$ cat src/rtl/gb_timer.sv
// Game Boy DIV/TIMA/TMA/TAC timer block on the MMU bus.
// TIMA overflow goes through a one-cycle PENDING window before the TMA reload and IRQ.
`timescale 1ns/1ps
module gb_timer #(
    parameter logic [15:0] BASE_ADDR = 16'hFF04
) (
    input  logic        iClock,
    input  logic        iReset,
    input  logic [15:0] iAddr,
    input  logic [7:0]  iData,
    input  logic        iWe,
    output logic [7:0]  oData,
    output logic        oSelect,
    output logic        oTimerIrq,
    output logic [1:0]  oState
);

    typedef enum logic [1:0] {
        IDLE    = 2'd0,
        PENDING = 2'd1,
        RELOAD  = 2'd2
    } ovfState_t;

    ovfState_t   rState;
    ovfState_t   wNextState;
    logic [15:0] rDiv;
    logic [7:0]  rTima;
    logic [7:0]  rTma;
    logic [2:0]  rTac;
    logic        rTickIn;

    logic [15:0] wOffset;
    logic        wHitDiv;
    logic        wHitTima;
    logic        wHitTma;
    logic        wHitTac;
    logic        wWrDiv;
    logic        wWrTima;
    logic        wWrTma;
    logic        wWrTac;
    logic        wSelBit;
    logic        wTickIn;
    logic        wFall;
    logic [7:0]  wTimaNext;

    // Bus decode: a subtract keeps the window relocatable through BASE_ADDR.
    assign wOffset  = iAddr - BASE_ADDR;
    assign oSelect  = (wOffset[15:2] == 14'd0);
    assign wHitDiv  = oSelect && (wOffset[1:0] == 2'd0);
    assign wHitTima = oSelect && (wOffset[1:0] == 2'd1);
    assign wHitTma  = oSelect && (wOffset[1:0] == 2'd2);
    assign wHitTac  = oSelect && (wOffset[1:0] == 2'd3);
    assign wWrDiv   = iWe && wHitDiv;
    assign wWrTima  = iWe && wHitTima;
    assign wWrTma   = iWe && wHitTma;
    assign wWrTac   = iWe && wHitTac;

    always_comb begin
        oData = 8'h00;
        if (wHitDiv)  oData = rDiv[15:8];
        if (wHitTima) oData = rTima;
        if (wHitTma)  oData = rTma;
        if (wHitTac)  oData = {5'b11111, rTac};
    end

    always_comb begin
        case (rTac[1:0])
            2'b00:   wSelBit = rDiv[9];
            2'b01:   wSelBit = rDiv[3];
            2'b10:   wSelBit = rDiv[5];
            default: wSelBit = rDiv[7];
        endcase
    end

    // Edges produced by clearing DIV or rewriting TAC show up here like any other edge.
    assign wTickIn = rTac[2] & wSelBit;
    assign wFall   = rTickIn & ~wTickIn;

    always_comb begin
        wNextState = rState;
        wTimaNext  = rTima;
        oTimerIrq  = 1'b0;
        case (rState)
            IDLE: begin
                if (wWrTima) begin
                    wTimaNext = iData;
                end else if (wFall) begin
                    if (rTima == 8'hFF) begin
                        wTimaNext  = 8'h00;
                        wNextState = PENDING;
                    end else begin
                        wTimaNext = rTima + 8'd1;
                    end
                end
            end
            PENDING: begin
                if (wWrTima) begin
                    wTimaNext  = iData;
                    wNextState = IDLE;
                end else begin
                    wTimaNext  = wWrTma ? iData : rTma;
                    wNextState = RELOAD;
                end
            end
            RELOAD: begin
                oTimerIrq  = ~iReset;
                wNextState = IDLE;
                if (wWrTma) wTimaNext = iData;
            end
            default: wNextState = IDLE;
        endcase
    end

    always_ff @(posedge iClock) begin
        if (iReset) begin
            rDiv    <= 16'h0000;
            rTima   <= 8'h00;
            rTma    <= 8'h00;
            rTac    <= 3'b000;
            rTickIn <= 1'b0;
            rState  <= IDLE;
        end else begin
            rDiv    <= wWrDiv ? 16'h0000 : rDiv + 16'd1;
            rTima   <= wTimaNext;
            rTickIn <= wTickIn;
            rState  <= wNextState;
            if (wWrTma) rTma <= iData;
            if (wWrTac) rTac <= iData[2:0];
        end
    end

    assign oState = rState;

endmodule

$ cat config.mk
export PLATFORM = sky130hd
export DESIGN_NAME = gb_timer
export DESIGN_NICKNAME = d
export VERILOG_FILES = /design/src/rtl/gb_timer.sv
export SDC_FILE = /design/constraint.sdc
export NUM_CORES = 1
export LEC_CHECK = 0
export CAP_MARGIN = 20
export CORE_AREA = 2 2 80 59
export CTS_BUF_LIST = sky130_fd_sc_hd__clkbuf_4 sky130_fd_sc_hd__clkbuf_8 sky130_fd_sc_hd__clkbuf_16
export DETAILED_ROUTE_END_ITERATION = 8
export DIE_AREA = 0 0 82 61
export HOLD_SLACK_MARGIN = 0.15
export PLACE_DENSITY = 0.93
export SETUP_SLACK_MARGIN = 0.4
export SKIP_LAST_GASP = 1
export SYNTH_ARGS = -nofsm -noshare
export SYNTH_HDL_FRONTEND = slang
export SYNTH_SLANG_ARGS = --single-unit
$ cat constraint.sdc
create_clock -name iClock -period 6.98 [get_ports iClock]
set_clock_uncertainty 0.1 [all_clocks]
set_input_delay 2.094 -clock iClock [delete_from_list [all_inputs] [get_ports iClock]]
set_output_delay 2.094 -clock iClock [all_outputs]
set_load 0.005 [all_outputs]
Word-level counts from Yosys, hierarchy flattened
Index checks and enable logic that the tools add are counted. W data, S select, Z words.

Flip-flop bits (word level): 38. Latch bits: 0. RAM bits: 0. Memory bits (read-only): 0. Bits of input ports: 27. Output and inout port bits: 12. Logic and storage cells: 60. Memories kept: 0.

Add/subtract/negate cells: 3. Multipliers: 0. Div/mod/pow operators: 0. Order comparisons: 0. Equality and inequality tests: 13. Shift-type cells: 0. Mux-type cells: 18. Bitwise gates (word level): 4. Reductions and logical operators: 16.

Operator list (number): $mux W8 (10); $pmux W8 S3 (1); $add A16 B1 Y16 const B (1); $sub A16 B16 Y16 const B (1); $logic_not A14 Y1 (1); $add A8 B1 Y8 const B (1); $eq A2 B2 Y1 const B (4); $eq A8 B8 Y1 const B (1); $logic_and A1 B1 Y1 (8); $mux W2 (4); $ne A2 B2 Y1 const B (4); $eq A2 B1 Y1 const B (3); $logic_not A2 Y1 (3); $reduce_and A3 Y1 (2); $pmux W2 S2 (1); $ne A3 B3 Y1 const B (1); $pmux W1 S3 (1); $reduce_bool A3 Y1 (1); $and A1 B1 Y1 (2); $not A1 Y1 (2); $reduce_or A2 Y1 (1); $mux W1 (1).

Longest topological paths before layout
Gate-level depths: netlist (run 1).

Depth after elaboration: 8. Gate-level depth with buffers: 9. Depth with buffers taken out: 8.

Least setup slack after synthesis (run 1)
Ideal clock, no wire load.

Kind: input to output. Start point: input iAddr[3]. End point: output oData[0]. Arrival: 3.334 ns. Data required time: 4.786 ns. Setup slack: 1.452 ns. Stages on the path: 4. Buffers on the path: 1. Cells stage by stage: or4_4 -> nor4_1 -> buf_4 -> and3_1.

Cells in the longest elaborated chain, start to end: 7. Elaborated cells between the ends (all ways): 10. Those cells by class: 1 x add/sub; 4 x mux; 5 x reduce/logical.

RTL lines: start, declared (line 9) `input logic [15:0] iAddr,`; $sub A16 B16 Y16 (*) (line 47) `assign wOffset = iAddr - BASE_ADDR;`; $logic_not A14 Y1 (*) (line 48) `assign oSelect = (wOffset[15:2] == 14'd0);`; $logic_and A1 B1 Y1 (line 49) `assign wHitDiv = oSelect && (wOffset[1:0] == 2'd0);`; $mux W8 (line 60) `if (wHitDiv) oData = rDiv[15:8];`; $mux W8 (line 61) `if (wHitTima) oData = rTima;`; $mux W8 (line 62) `if (wHitTma) oData = rTma;`; $mux W8 (*) (line 63) `if (wHitTac) oData = {5'b11111, rTac};`; end, declared (line 12) `output logic [7:0] oData,`.

Mark *: on every way between the ends. The rest lies on a longest branch, timed or not.

Worst setup path after layout (run 1)
Same ends and word-level chain as after synthesis.

==> results of run 1 <==
==> repair_timing <==
item                       in CTS  in global routing
hold buffers                    0                  0
setup endpoints to repair       7                  6
pin swaps                       0                  0
resized for setup               1                  1
==> registers in the layout (all words and copies together), names as in the netlist <==
register / count
rTma: 8
oState: 2
rTac: 3
rTickIn: 1
rTima: 8
rDiv: 16
==> cells in the final DEF, fill, tap and decap left out, types with 3 or more instances in the layout <==
cell                               n
sky130_fd_sc_hd__nor2_1           40
sky130_fd_sc_hd__a21oi_1          10
sky130_fd_sc_hd__dfxtp_1          38
sky130_fd_sc_hd__clkdlybuf4s50_1  38
sky130_fd_sc_hd__and4_1            3
sky130_fd_sc_hd__nor3_1            6
sky130_fd_sc_hd__nand2_1          34
sky130_fd_sc_hd__mux4_2            3
sky130_fd_sc_hd__xnor2_1          11
sky130_fd_sc_hd__inv_1             9
sky130_fd_sc_hd__o22ai_1           5
sky130_fd_sc_hd__xor2_1           10
sky130_fd_sc_hd__clkbuf_8          8
sky130_fd_sc_hd__nand2b_1          3
sky130_fd_sc_hd__nand4_1           5
sky130_fd_sc_hd__and3_1            9
sky130_fd_sc_hd__a311oi_1          6
sky130_fd_sc_hd__or3_1             3
sky130_fd_sc_hd__mux2i_1           8
sky130_fd_sc_hd__nand3_1          15
sky130_fd_sc_hd__o21ai_0           7
sky130_fd_sc_hd__ha_1              6
sky130_fd_sc_hd__mux2_2            6
sky130_fd_sc_hd__nor2b_1           5
sky130_fd_sc_hd__a31oi_1           3
==> layer usage <==
layer | GRT usage (%) | vias to the layer above | part of all wire (%)
li1 | - | 1125 | -
met1 | 37.6 | 1131 | 42
met2 | 46.5 | 149 | 45
met3 | 5.21 | 22 | 9.7
met4 | 13.1 | 0 | 2.8
met5 | 0 | - | 0
==> report_power, final <==
part / switching [mW] / total (mW) / internal (mW)
Sequential: 0.00169 / 0.220 / 0.218
Combinational: 0.0188 / 0.0389 / 0.0201
Clock: 0.0830 / 0.183 / 0.0998
==> critical path: stages <==
cell and delay [ps]:
sky130_fd_sc_hd__clkdlybuf4s50_1 400, sky130_fd_sc_hd__or4_4 570, sky130_fd_sc_hd__nor4_2 380, sky130_fd_sc_hd__buf_4 250, sky130_fd_sc_hd__and3_1 180, sky130_fd_sc_hd__clkdlybuf4s50_1 500
==> per-stage QoR <==
stage / hold WS, ps / cells / utilization, % / worst slack, ps
floorplan: 326 / 293 / - / 1450
global placement: 348 / 376 / 66.5 / 436
detailed placement: 368 / 376 / 66.5 / 365
CTS: 380 / 384 / 69.2 / 465
global route: 402 / 384 / 69.3 / 373
finish: 375 / 384 / 69.3 / 423
==> worst max path at each step <==
stage	startpoint	endpoint	slack, ps	cells past startpoint
global route	iAddr[3]	oData[0]	370	6
finish	iAddr[3]	oData[0]	420	6
detailed placement	iAddr[3]	oData[3]	370	6
global placement	iAddr[3]	oSelect	440	6
floorplan	iAddr[3]	oData[0]	1450	4
CTS	iAddr[3]	oData[3]	470	6
==> layout make-up <==
class / instances / area [µm²] / area share [%]
multi-input combinational: 234 / 1540 / 53.0
sequential: 38 / 761 / 26.1
timing repair buffer: 40 / 395 / 13.6
clock buffer: 8 / 110 / 3.78
tap: 55 / 68.8 / 2.36
inverter: 9 / 33.8 / 1.16
==> kinds of logic (layout without fill, tap and decap cells) <==
family	Yosys count	after routing	synth area share, %
flops	38	38	31.7
xor+xnor	21	21	7.66
simple gates	136	136	27.5
mux	17	17	8.96
fa+ha+maj	6	6	3.13
compound gates	54	54	16.7
buf+inv	21	57	4.38
==> reports/qor_table.md, run 1 <==
| Metric | Reported | Unit |
| --- | --- | --- |
| Chip Width | 82 | µm |
| Cell area after placement | 0.00279 | mm² |
| Post-detailed-route count of antenna-violating nets | 0 | - |
| Cell row count | 20 | - |
| Reg2reg path depth | 8 | - |
| Count of mapped cells out of synthesis | 293 | - |
| Number of buffers inserted by post-CTS setup repair | 0 | - |
| Maximum number of pins on one net before global-route repair | 21 | - |
| Synth unique cells | 55 | - |
| Destination of the worst hold path | rTma[3] | - |
| Clock root buffer | sky130_fd_sc_hd__clkbuf_8 | - |
| IO buf count | 38 | - |
| Area of the mapped netlist | 0.00240 | mm² |
| Area fraction of the dominant cell type after synthesis | 31.7 | % |
| Power per cell area | 152 | mW/mm² |
| Kind of critical path | in -> out | - |
| Final weighted congestion of routability-driven global placement | 0.920 | - |
| Total CTS buffers | 5 | - |
| Clock input transition at the sequential cells of the worst setup and hold paths | 70 | ps |
| Latest clock arrival within the worst-skew pair | 310 | ps |
| Number of sinks driven by the clock tree | 38 | - |
| Wire length of the first global-routing pass | 10700 | µm |
| Total die area | 0.00500 | mm² |
| Data required time of the critical path | 4790 | ps |
| Total detailed-routing wirelength | 6700 | µm |
| First drt pass iteration count | 5 | - |
| RR Endpoint | rTima[0] | - |
| Part of the cycle the worst path needs | 93.9 | % |
| Area of all placed cells without fillers | 0.00291 | mm² |
| Final period demand of the worst path | 6560 | ps |
| LEAKAGE | 1.03 | nW |
| Slew at the pin closest to its max-slew limit | 894 | ps |
| Leftover overflow at the end of global routing | 0 | - |
| Share of synthesized area occupied by flip-flops and latches | 31.7 | % |
| Share of synthesized flip-flops with an asynchronous set or reset | 0 | % |
| Wire length per cell after detailed routing | 17.4 | µm |
| Outcome | completed | - |
| Slew headroom | 39.9 | % |
| Number of register bits inferred by synthesis | 38 | - |
| Hold depth | 2 | - |
| Initial detailed-routing violation count | 292 | - |
| Count of flip-flops with a built-in enable after synthesis | 0 | - |
| Fmax achieved | 153 | MHz |
| Post-synthesis net count | 326 | - |
| Share of cells above drive strength 1 | 9.42 | % |
| Number of vias per cell after detailed routing | 6.32 | - |
| Residual DRC count | 0 | - |
| Kind of end point of the critical path | output pin | - |
| Main area contributors after synthesis | sky130_fd_sc_hd__dfxtp_1, sky130_fd_sc_hd__nor2_1, sky130_fd_sc_hd__nand2_1 | - |
| CTS Buffer Depth | 2 | - |
| Initial Utilization | 57.1 | % |
| Setup repair after global routing missed its margin | yes | - |
| Final-layout fill cell count | 339 | - |
| Arrival time worst endpoint | 4360 | ps |
| Average instance area after synthesis | 8.19 | µm² |
| Biggest area consumer among synthesized cells | sky130_fd_sc_hd__dfxtp_1 | - |
| Final Hold Violating Endpoints | 0 | - |
| Final setup violation count | 0 | - |
| R2R Path Start | oState[0] | - |
| Number of nets in the layout | 361 | - |
| HP Start | rTma[3] | - |
| Cell with the most instances after synthesis | sky130_fd_sc_hd__nor2_1 | - |
| Max Fanout on Critical Path | 11 | - |
| I/O pins | 39 | - |
| Category of the worst setup path launch point | primary input | - |
| Design Power | 0.441 | mW |
| CTS tree | yes | - |
| DPL Wire Length | 4900 | µm |
| Antenna diode count | 0 | - |
| Count of H-tree levels built during CTS | 2 | - |
| Predominant post-synthesis flop cell | sky130_fd_sc_hd__dfxtp_1 | - |
| Kind of path behind the tightest hold check | reg -> reg | - |
| Antenna violations before repair | 0 | - |
| Number of maximum-capacitance violations | 0 | - |
| Height of the chip | 61 | µm |
| Number of pins exceeding their max-slew limit in the final report | 0 | - |
| Syn-to-layout area delta | 21.3 | % |
| Post-Route Setup TNS | 0 | ps |
| Core area | 0.00420 | mm² |
| Number of global-route vias before repair | 2282 | - |
| GRT Util Overall | 28.6 | % |
| Routed via count | 2427 | - |
| Most common library cells after synthesis | sky130_fd_sc_hd__nor2_1, sky130_fd_sc_hd__dfxtp_1, sky130_fd_sc_hd__nand2_1 | - |
| Slack of the worst reg-to-reg path | 4660 | ps |
| Maximum VDD drop | 0.136 | mV |
| Count of yosys warnings during synthesis | 0 | - |
(Power assumes the default switching activity.)
==> run 2: changes to the inputs <==
--- a/config.mk
+++ b/config.mk
@@ -12,6 +12,7 @@
 export DIE_AREA = 0 0 82 61
 export HOLD_SLACK_MARGIN = 0.15
 export PLACE_DENSITY = 0.93
+export REMOVE_ABC_BUFFERS = 1
 export SETUP_SLACK_MARGIN = 0.4
 export SKIP_LAST_GASP = 1
 export SYNTH_ARGS = -nofsm -noshare
==> reports/qor_table.md, run 2 (synthesized netlist as in run 1, its figures left out) <==
| Metric | Reported | Unit | Change |
| --- | --- | --- | --- |
| Outcome | completed | - |  |
| DPL Wire Length | 4680 | µm | -4.5% |
| Final setup violation count | 0 | - | unchanged |
| Cell row count | 20 | - | unchanged |
| Antenna violations before repair | 0 | - | unchanged |
| Maximum number of pins on one net before global-route repair | 21 | - | unchanged |
| Latest clock arrival within the worst-skew pair | 300 | ps | about the same |
| Syn-to-layout area delta | 21.0 | % |  |
| GRT Util Overall | 27.6 | % | -0.98 points |
| I/O pins | 39 | - | unchanged |
| Setup repair after global routing missed its margin | no | - |  |
| Part of the cycle the worst path needs | 92.5 | % | -1.5 points |
| Total CTS buffers | 5 | - | unchanged |
| Core area | 0.00420 | mm² | unchanged |
| Number of buffers and inverters on the critical path | 3 | - | unchanged |
| Post-detailed-route count of antenna-violating nets | 0 | - | unchanged |
| Category of the worst setup path launch point | primary input | - |  |
| Final period demand of the worst path | 6450 | ps | -103 ps |
| Wire length of the first global-routing pass | 10300 | µm | -3.7% |
| Wire length per cell after detailed routing | 16.4 | µm | -5.9% |
| Number of maximum-capacitance violations | 0 | - | unchanged |
| Antenna diode count | 0 | - | unchanged |
| Kind of path behind the tightest hold check | reg -> reg | - |  |
| Number of nets in the layout | 362 | - | +0.28% |
| Slew at the pin closest to its max-slew limit | 1080 | ps | +188 ps |
| Height of the chip | 61 | µm | unchanged |
| Number of global-route vias before repair | 2176 | - | -4.6% |
| Number of sinks driven by the clock tree | 38 | - | unchanged |
| Initial Utilization | 57.1 | % | unchanged |
| Max Fanout on Critical Path | 11 | - | unchanged |
| Routed via count | 2367 | - | -2.5% |
| Power per cell area | 146 | mW/mm² | -3.9% |
| Number of flip-flops in the largest register | 16 | - | unchanged |
| Slew headroom | 27.3 | % | -13 points |
| Data required time of the critical path | 4790 | ps | about the same |
| Cell repeated most along the worst path | sky130_fd_sc_hd__clkdlybuf4s50_1 | - |  |
| Maximum VDD drop | 0.107 | mV | -21% |
| Kind of critical path | in -> out | - |  |
| Leftover overflow at the end of global routing | 0 | - | unchanged |
| Final Hold Violating Endpoints | 0 | - | unchanged |
| Leading cell types in the layout, fill and taps excluded | sky130_fd_sc_hd__nor2_1, sky130_fd_sc_hd__clkdlybuf4s50_1, sky130_fd_sc_hd__dfxtp_1 | - |  |
| Total detailed-routing wirelength | 6320 | µm | -5.7% |
| Residual DRC count | 0 | - | unchanged |
| Kind of end point of the critical path | output pin | - |  |
| HP Start | rDiv[0] | - |  |
| Number of vias per cell after detailed routing | 6.15 | - | -2.7% |
| Largest register by flop count | rDiv | - |  |
| Most frequent standard cell in the layout excluding fill and tap cells | sky130_fd_sc_hd__nor2_1 | - |  |
| Destination of the worst hold path | rDiv[0] | - |  |
| Hold depth | 1 | - | -1 |
| Number of pins exceeding their max-slew limit in the final report | 0 | - | unchanged |
| Total die area | 0.00500 | mm² | unchanged |
| Post-Route Setup TNS | 0 | ps | unchanged |
| CTS Buffer Depth | 2 | - | unchanged |
| Worst path depth | 6 | - | unchanged |
| Initial detailed-routing violation count | 249 | - | -15% |
| Top cell family by delay on the critical path | buffers and inverters | - |  |
| Clock root buffer | sky130_fd_sc_hd__clkbuf_8 | - |  |
| Clock input transition at the sequential cells of the worst setup and hold paths | 70 | ps | about the same |
| Registers with the highest flip-flop counts | rDiv x16, rTima x8, rTma x8 | - |  |
| Count of H-tree levels built during CTS | 2 | - | unchanged |
| WHS | 370 | ps | -4.98 ps |
| LEAKAGE | 1.02 | nW | -0.54% |
| Fmax achieved | 155 | MHz | +1.6% |
| IO buf count | 38 | - | unchanged |
| Slack of the worst reg-to-reg path | 4610 | ps | -50 ps |
| Worst path slowest cell | sky130_fd_sc_hd__or4_4 | - |  |
| Critical Path Max Stage Delay | 560 | ps | about the same |
| R2R Path Start | oState[0] | - |  |
| Final weighted congestion of routability-driven global placement | 0.924 | - | +0.46% |
| Share of cells above drive strength 1 | 9.70 | % | +0.27 points |
| First drt pass iteration count | 5 | - | unchanged |
| Reg2reg path depth | 8 | - | unchanged |
| Chip Width | 82 | µm | unchanged |
| RR Endpoint | rTima[2] | - |  |
| CTS tree | yes | - |  |
| Arrival time worst endpoint | 4260 | ps | -100 ps |
| Hold-fix buffers at CTS | 0 | - | unchanged |
| Ordered list of cells on the worst path | clkdlybuf4s50_1 > or4_4 > nor4_2 > buf_4 > and3_1 > clkdlybuf4s50_1 | - |  |
==> run 2: routing by layer <==
layer / track usage [%] / up-vias / part of all wire (%) / routed length (µm)
met2: 42.6 / 142 / 43 / 2700
met3: 4.02 / 18 / 10 / 634
met1: 39.6 / 1071 / 45 / 2840
met4: 10.2 / 0 / 2.2 / 140
li1: - / 1136 / - / -
met5: 0 / - / 0 / 0
==> run 2: timing repair <==
item | 4_1_cts | 5_1_grt
gates resized for setup | 0 | 2
setup endpoints to repair | 0 | 6
buffers inserted | 0 | 0
==> run 2: worst max-delay path by stage <==
| stage | from | endpoint | slack, ps |
|---|---|---|---|
| finish | iAddr[3] | oData[0] | 530 |
| global route | iAddr[3] | oData[0] | 470 |
| CTS | iAddr[3] | oData[6] | 430 |
| detailed placement | iAddr[3] | oData[6] | 450 |
| global placement | iAddr[3] | oData[4] | 460 |
| floorplan | iAddr[3] | oData[3] | 890 |
==> run 2: metrics by stage <==
| step | setup WS [ps] | instances | instance area, µm² | utilization [%] | power [mW] |
|---|---|---|---|---|---|
| 3_3_place_gp | 460 | 377 | 2800 | 66.6 | 0.262 |
| 6_report | 527 | 385 | 2910 | 69.1 | 0.423 |
| 4_1_cts | 428 | 385 | 2900 | 68.9 | 0.422 |
| 3_5_place_dp | 446 | 377 | 2800 | 66.6 | 0.263 |
| 2_1_floorplan | 888 | 281 | 2330 | - | 0.237 |
| 5_1_grt | 470 | 385 | 2910 | 69.1 | 0.437 |
==> run 2: power by group <==
group,switching [mW],total [mW],internal (mW)
Clock,0.0851,0.165,0.0794
Sequential,0.00145,0.220,0.218
Combinational,0.0188,0.0393,0.0205
Total,0.105,0.423,0.318
==> run 2: worst reg2reg max path, stage by stage, from the launching register on <==
cell,delay (ps)
sky130_fd_sc_hd__dfxtp_1,390
sky130_fd_sc_hd__inv_1,100
sky130_fd_sc_hd__ha_1,280
sky130_fd_sc_hd__or2b_1,180
sky130_fd_sc_hd__o221ai_1,180
sky130_fd_sc_hd__a21boi_0,220
sky130_fd_sc_hd__o32ai_4,420
sky130_fd_sc_hd__nor2_1,130
sky130_fd_sc_hd__a311oi_1,290
==> run 2: final cells by class <==
class                           count  area [µm²]
Sequential cell                    38         761
Timing Repair Buffer               41         403
Inverter                            9        33.8
Multi-Input combinational cell    234        1540
Tap cell                           55        68.8
Clock buffer                        6        82.6
Clock inverter                      2        12.5
Fill cell                         341        1300
==> run 3: changes to the inputs <==
--- a/config.mk
+++ b/config.mk
@@ -12,6 +12,7 @@
 export DIE_AREA = 0 0 82 61
 export HOLD_SLACK_MARGIN = 0.15
 export PLACE_DENSITY = 0.93
+export RECOVER_POWER = 25
 export REMOVE_ABC_BUFFERS = 1
 export SETUP_SLACK_MARGIN = 0.4
 export SKIP_LAST_GASP = 1
==> reports/qor_table.md, run 3 (synthesized netlist as in run 1, its figures left out) <==
| Metric | Reported | Unit | Change |
| --- | --- | --- | --- |
| Outcome | completed | - |  |
| Number of vias per cell after detailed routing | 6.11 | - | -0.59% |
| Count of H-tree levels built during CTS | 2 | - | unchanged |
| Arrival time worst endpoint | 4460 | ps | +200 ps |
| Number of placed cells counting well taps | 377 | - | unchanged |
| Maximum number of pins on one net before global-route repair | 21 | - | unchanged |
| Sequential cell area in the final layout | 761 | µm² | unchanged |
| Uppermost routed layer | met4 | - |  |
| Final Hold Violating Endpoints | 0 | - | unchanged |
| Wire length per cell after detailed routing | 16.4 | µm | +0.21% |
| Cell repeated most along the worst path | sky130_fd_sc_hd__clkdlybuf4s50_1 | - |  |
| Clock root buffer | sky130_fd_sc_hd__clkbuf_8 | - |  |
| Core area | 0.00420 | mm² | unchanged |
| CTS tree | yes | - |  |
| Area of all placed cells without fillers | 0.00288 | mm² | -0.82% |
| Antenna diode count | 0 | - | unchanged |
| Routed via count | 2353 | - | -0.59% |
| Category of the worst setup path launch point | primary input | - |  |
| Cell row count | 20 | - | unchanged |
| Final period demand of the worst path | 6650 | ps | +197 ps |
| Wire length of the first global-routing pass | 10300 | µm | unchanged |
| Worst path slowest cell | sky130_fd_sc_hd__or4_1 | - |  |
| Cell area after placement | 0.00280 | mm² | unchanged |
| Multi-input gate area | 0.00153 | mm² | -1.1% |
| Number of sinks driven by the clock tree | 38 | - | unchanged |
| Maximum VDD drop | 0.107 | mV | about the same |
| Number of buffers inserted by post-CTS setup repair | 0 | - | unchanged |
| Number of global-route vias before repair | 2176 | - | unchanged |
| Number of standard cells in the layout, taps in and fillers out | 385 | - | unchanged |
| R2R Path Start | oState[0] | - |  |
| GRT Util Overall | 27.6 | % | unchanged |
| Reg2reg path depth | 8 | - | unchanged |
| Slew headroom | 27.8 | % | +0.48 points |
| Post-detailed-route count of antenna-violating nets | 0 | - | unchanged |
| RR Endpoint | rTima[2] | - |  |
| Final-layout fill cell count | 348 | - | +2.1% |
| DPL Wire Length | 4680 | µm | unchanged |
| Cell Int Power | 0.317 | mW | -0.26% |
| Setup repair after global routing missed its margin | no | - |  |
| Number of pins exceeding their max-slew limit in the final report | 0 | - | unchanged |
| Most frequent standard cell in the layout excluding fill and tap cells | sky130_fd_sc_hd__nor2_1 | - |  |
| Fraction of power consumed by the clock network | 38.8 | % | about the same |
| Height of the chip | 61 | µm | unchanged |
| Latest clock arrival within the worst-skew pair | 300 | ps | about the same |
| Share of cells above drive strength 1 | 7.88 | % | -1.8 points |
| Combinational cell fraction of total power | 9.1 | % | -0.2 points |
| Routed metal-1 wire length | 2860 | µm | +0.85% |
| Hold-fix buffers at CTS | 0 | - | unchanged |
| Registers with the highest flip-flop counts | rDiv x16, rTima x8, rTma x8 | - |  |
| Hold depth | 1 | - | unchanged |
| Met2 wire length | 2730 | µm | +0.96% |
| Design Power | 0.421 | mW | -0.57% |
| Final weighted congestion of routability-driven global placement | 0.924 | - | unchanged |
| Net Switching | 0.104 | mW | -1.5% |
| Number of flip-flops in the largest register | 16 | - | unchanged |
| Slack of the worst reg-to-reg path | 4600 | ps | about the same |
| Initial detailed-routing violation count | 243 | - | -2.4% |
| LEAKAGE | 1.02 | nW | -0.37% |
| Fmax achieved | 150 | MHz | -3.0% |
| Leading cell types in the layout, fill and taps excluded | sky130_fd_sc_hd__nor2_1, sky130_fd_sc_hd__dfxtp_1, sky130_fd_sc_hd__nand2_1, sky130_fd_sc_hd__clkdlybuf4s50_1, sky130_fd_sc_hd__nand3_1 | - |  |
| Final setup violation count | 0 | - | unchanged |
| HP Start | rDiv[0] | - |  |
| CTS Buffer Depth | 2 | - | unchanged |
| Initial Utilization | 57.1 | % | unchanged |
| Clock input transition at the sequential cells of the worst setup and hold paths | 70 | ps | about the same |
| Part of the cycle the worst path needs | 95.3 | % | +2.8 points |
| Max Fanout on Critical Path | 6 | - | -5 |
| Total die area | 0.00500 | mm² | unchanged |
| Total CTS buffers | 5 | - | unchanged |
| Data required time of the critical path | 4790 | ps | about the same |
| Residual DRC count | 0 | - | unchanged |
| Antenna violations before repair | 0 | - | unchanged |
| Switching Share | 24.6 | % | -0.24 points |
| Kind of critical path | in -> out | - |  |
| Sequential share of power | 52.1 | % | +0.3 points |
| Slew at the pin closest to its max-slew limit | 1070 | ps | -7.14 ps |
| Number of nets in the layout | 362 | - | unchanged |
| Kind of end point of the critical path | output pin | - |  |
| Resize count post-CTS | 0 | - | unchanged |
| Number of maximum-capacitance violations | 0 | - | unchanged |
| Detail Route met3 WL | 614 | µm | -3.2% |
| Total detailed-routing wirelength | 6330 | µm | +0.21% |
| Syn-to-layout area delta | 20.0 | % |  |
| I/O pins | 39 | - | unchanged |
| Chip Width | 82 | µm | unchanged |
| Ordered list of cells on the worst path | clkdlybuf4s50_1 > or4_1 > nor4_1 > nand2_1 > nor2_1 > clkdlybuf4s50_1 | - |  |
| Leftover overflow at the end of global routing | 0 | - | unchanged |
| Destination of the worst hold path | rDiv[0] | - |  |
| Largest register by flop count | rDiv | - |  |
| Post-Route Setup TNS | 0 | ps | unchanged |
| Critical Path Max Stage Delay | 590 | ps | +30 ps |
| Power per cell area | 146 | mW/mm² | +0.25% |
| IO buf count | 38 | - | unchanged |
| First drt pass iteration count | 5 | - | unchanged |
| Kind of path behind the tightest hold check | reg -> reg | - |  |
[run 3: worst max-delay path by stage]
stage / startpoint / to / slack (ps) / cells after the start
after floorplan: iAddr[3] / oData[3] / 890 / 4
after global placement: iAddr[3] / oData[4] / 460 / 6
after detailed placement: iAddr[3] / oData[6] / 450 / 6
after CTS: iAddr[3] / oData[6] / 430 / 6
after global routing: iAddr[5] / oData[7] / 260 / 6
final: iAddr[3] / oData[4] / 330 / 6
[run 3: power groups by stage]
stage | Combinational (mW) | Clock, mW | Sequential (mW)
2_1_floorplan | 0.0123 | 0 | 0.224
3_3_place_gp | 0.0373 | 0 | 0.225
3_5_place_dp | 0.0384 | 0 | 0.225
4_1_cts | 0.0387 | 0.164 | 0.220
5_1_grt | 0.0414 | 0.174 | 0.220
6_report | 0.0381 | 0.163 | 0.220
[run 3: critical path: cells and delay by family]
family	cells	cell delay [ps]
and+or+nand+nor	4	1450
buffers and inverters	2	910
[run 3: final cells by class]
class / instances / share of cell area [%]
tap: 55 / 2.39
clock inverter: 2 / 0.434
sequential: 38 / 26.4
inverter: 9 / 1.17
multi-input combinational: 234 / 53.0
clock buffer: 6 / 2.87
timing repair buffer: 41 / 13.7
[run 3: per-layer routing]
metal | up-vias | global-route usage (%)
met4 | 0 | 10.2
li1 | 1136 | -
met5 | - | 0
met1 | 1073 | 39.6
met2 | 128 | 42.6
met3 | 16 | 4.02
[run 3: through the flow]
| stage | util [%] | hold slack (ps) | setup WS [ps] |
|---|---|---|---|
| 6_report | 68.5 | 371 | 329 |
| 5_1_grt | 68.5 | 410 | 258 |
| 3_3_place_gp | 66.6 | 341 | 460 |
| 2_1_floorplan | - | 326 | 888 |
| 4_1_cts | 68.9 | 378 | 428 |
| 3_5_place_dp | 66.6 | 362 | 446 |
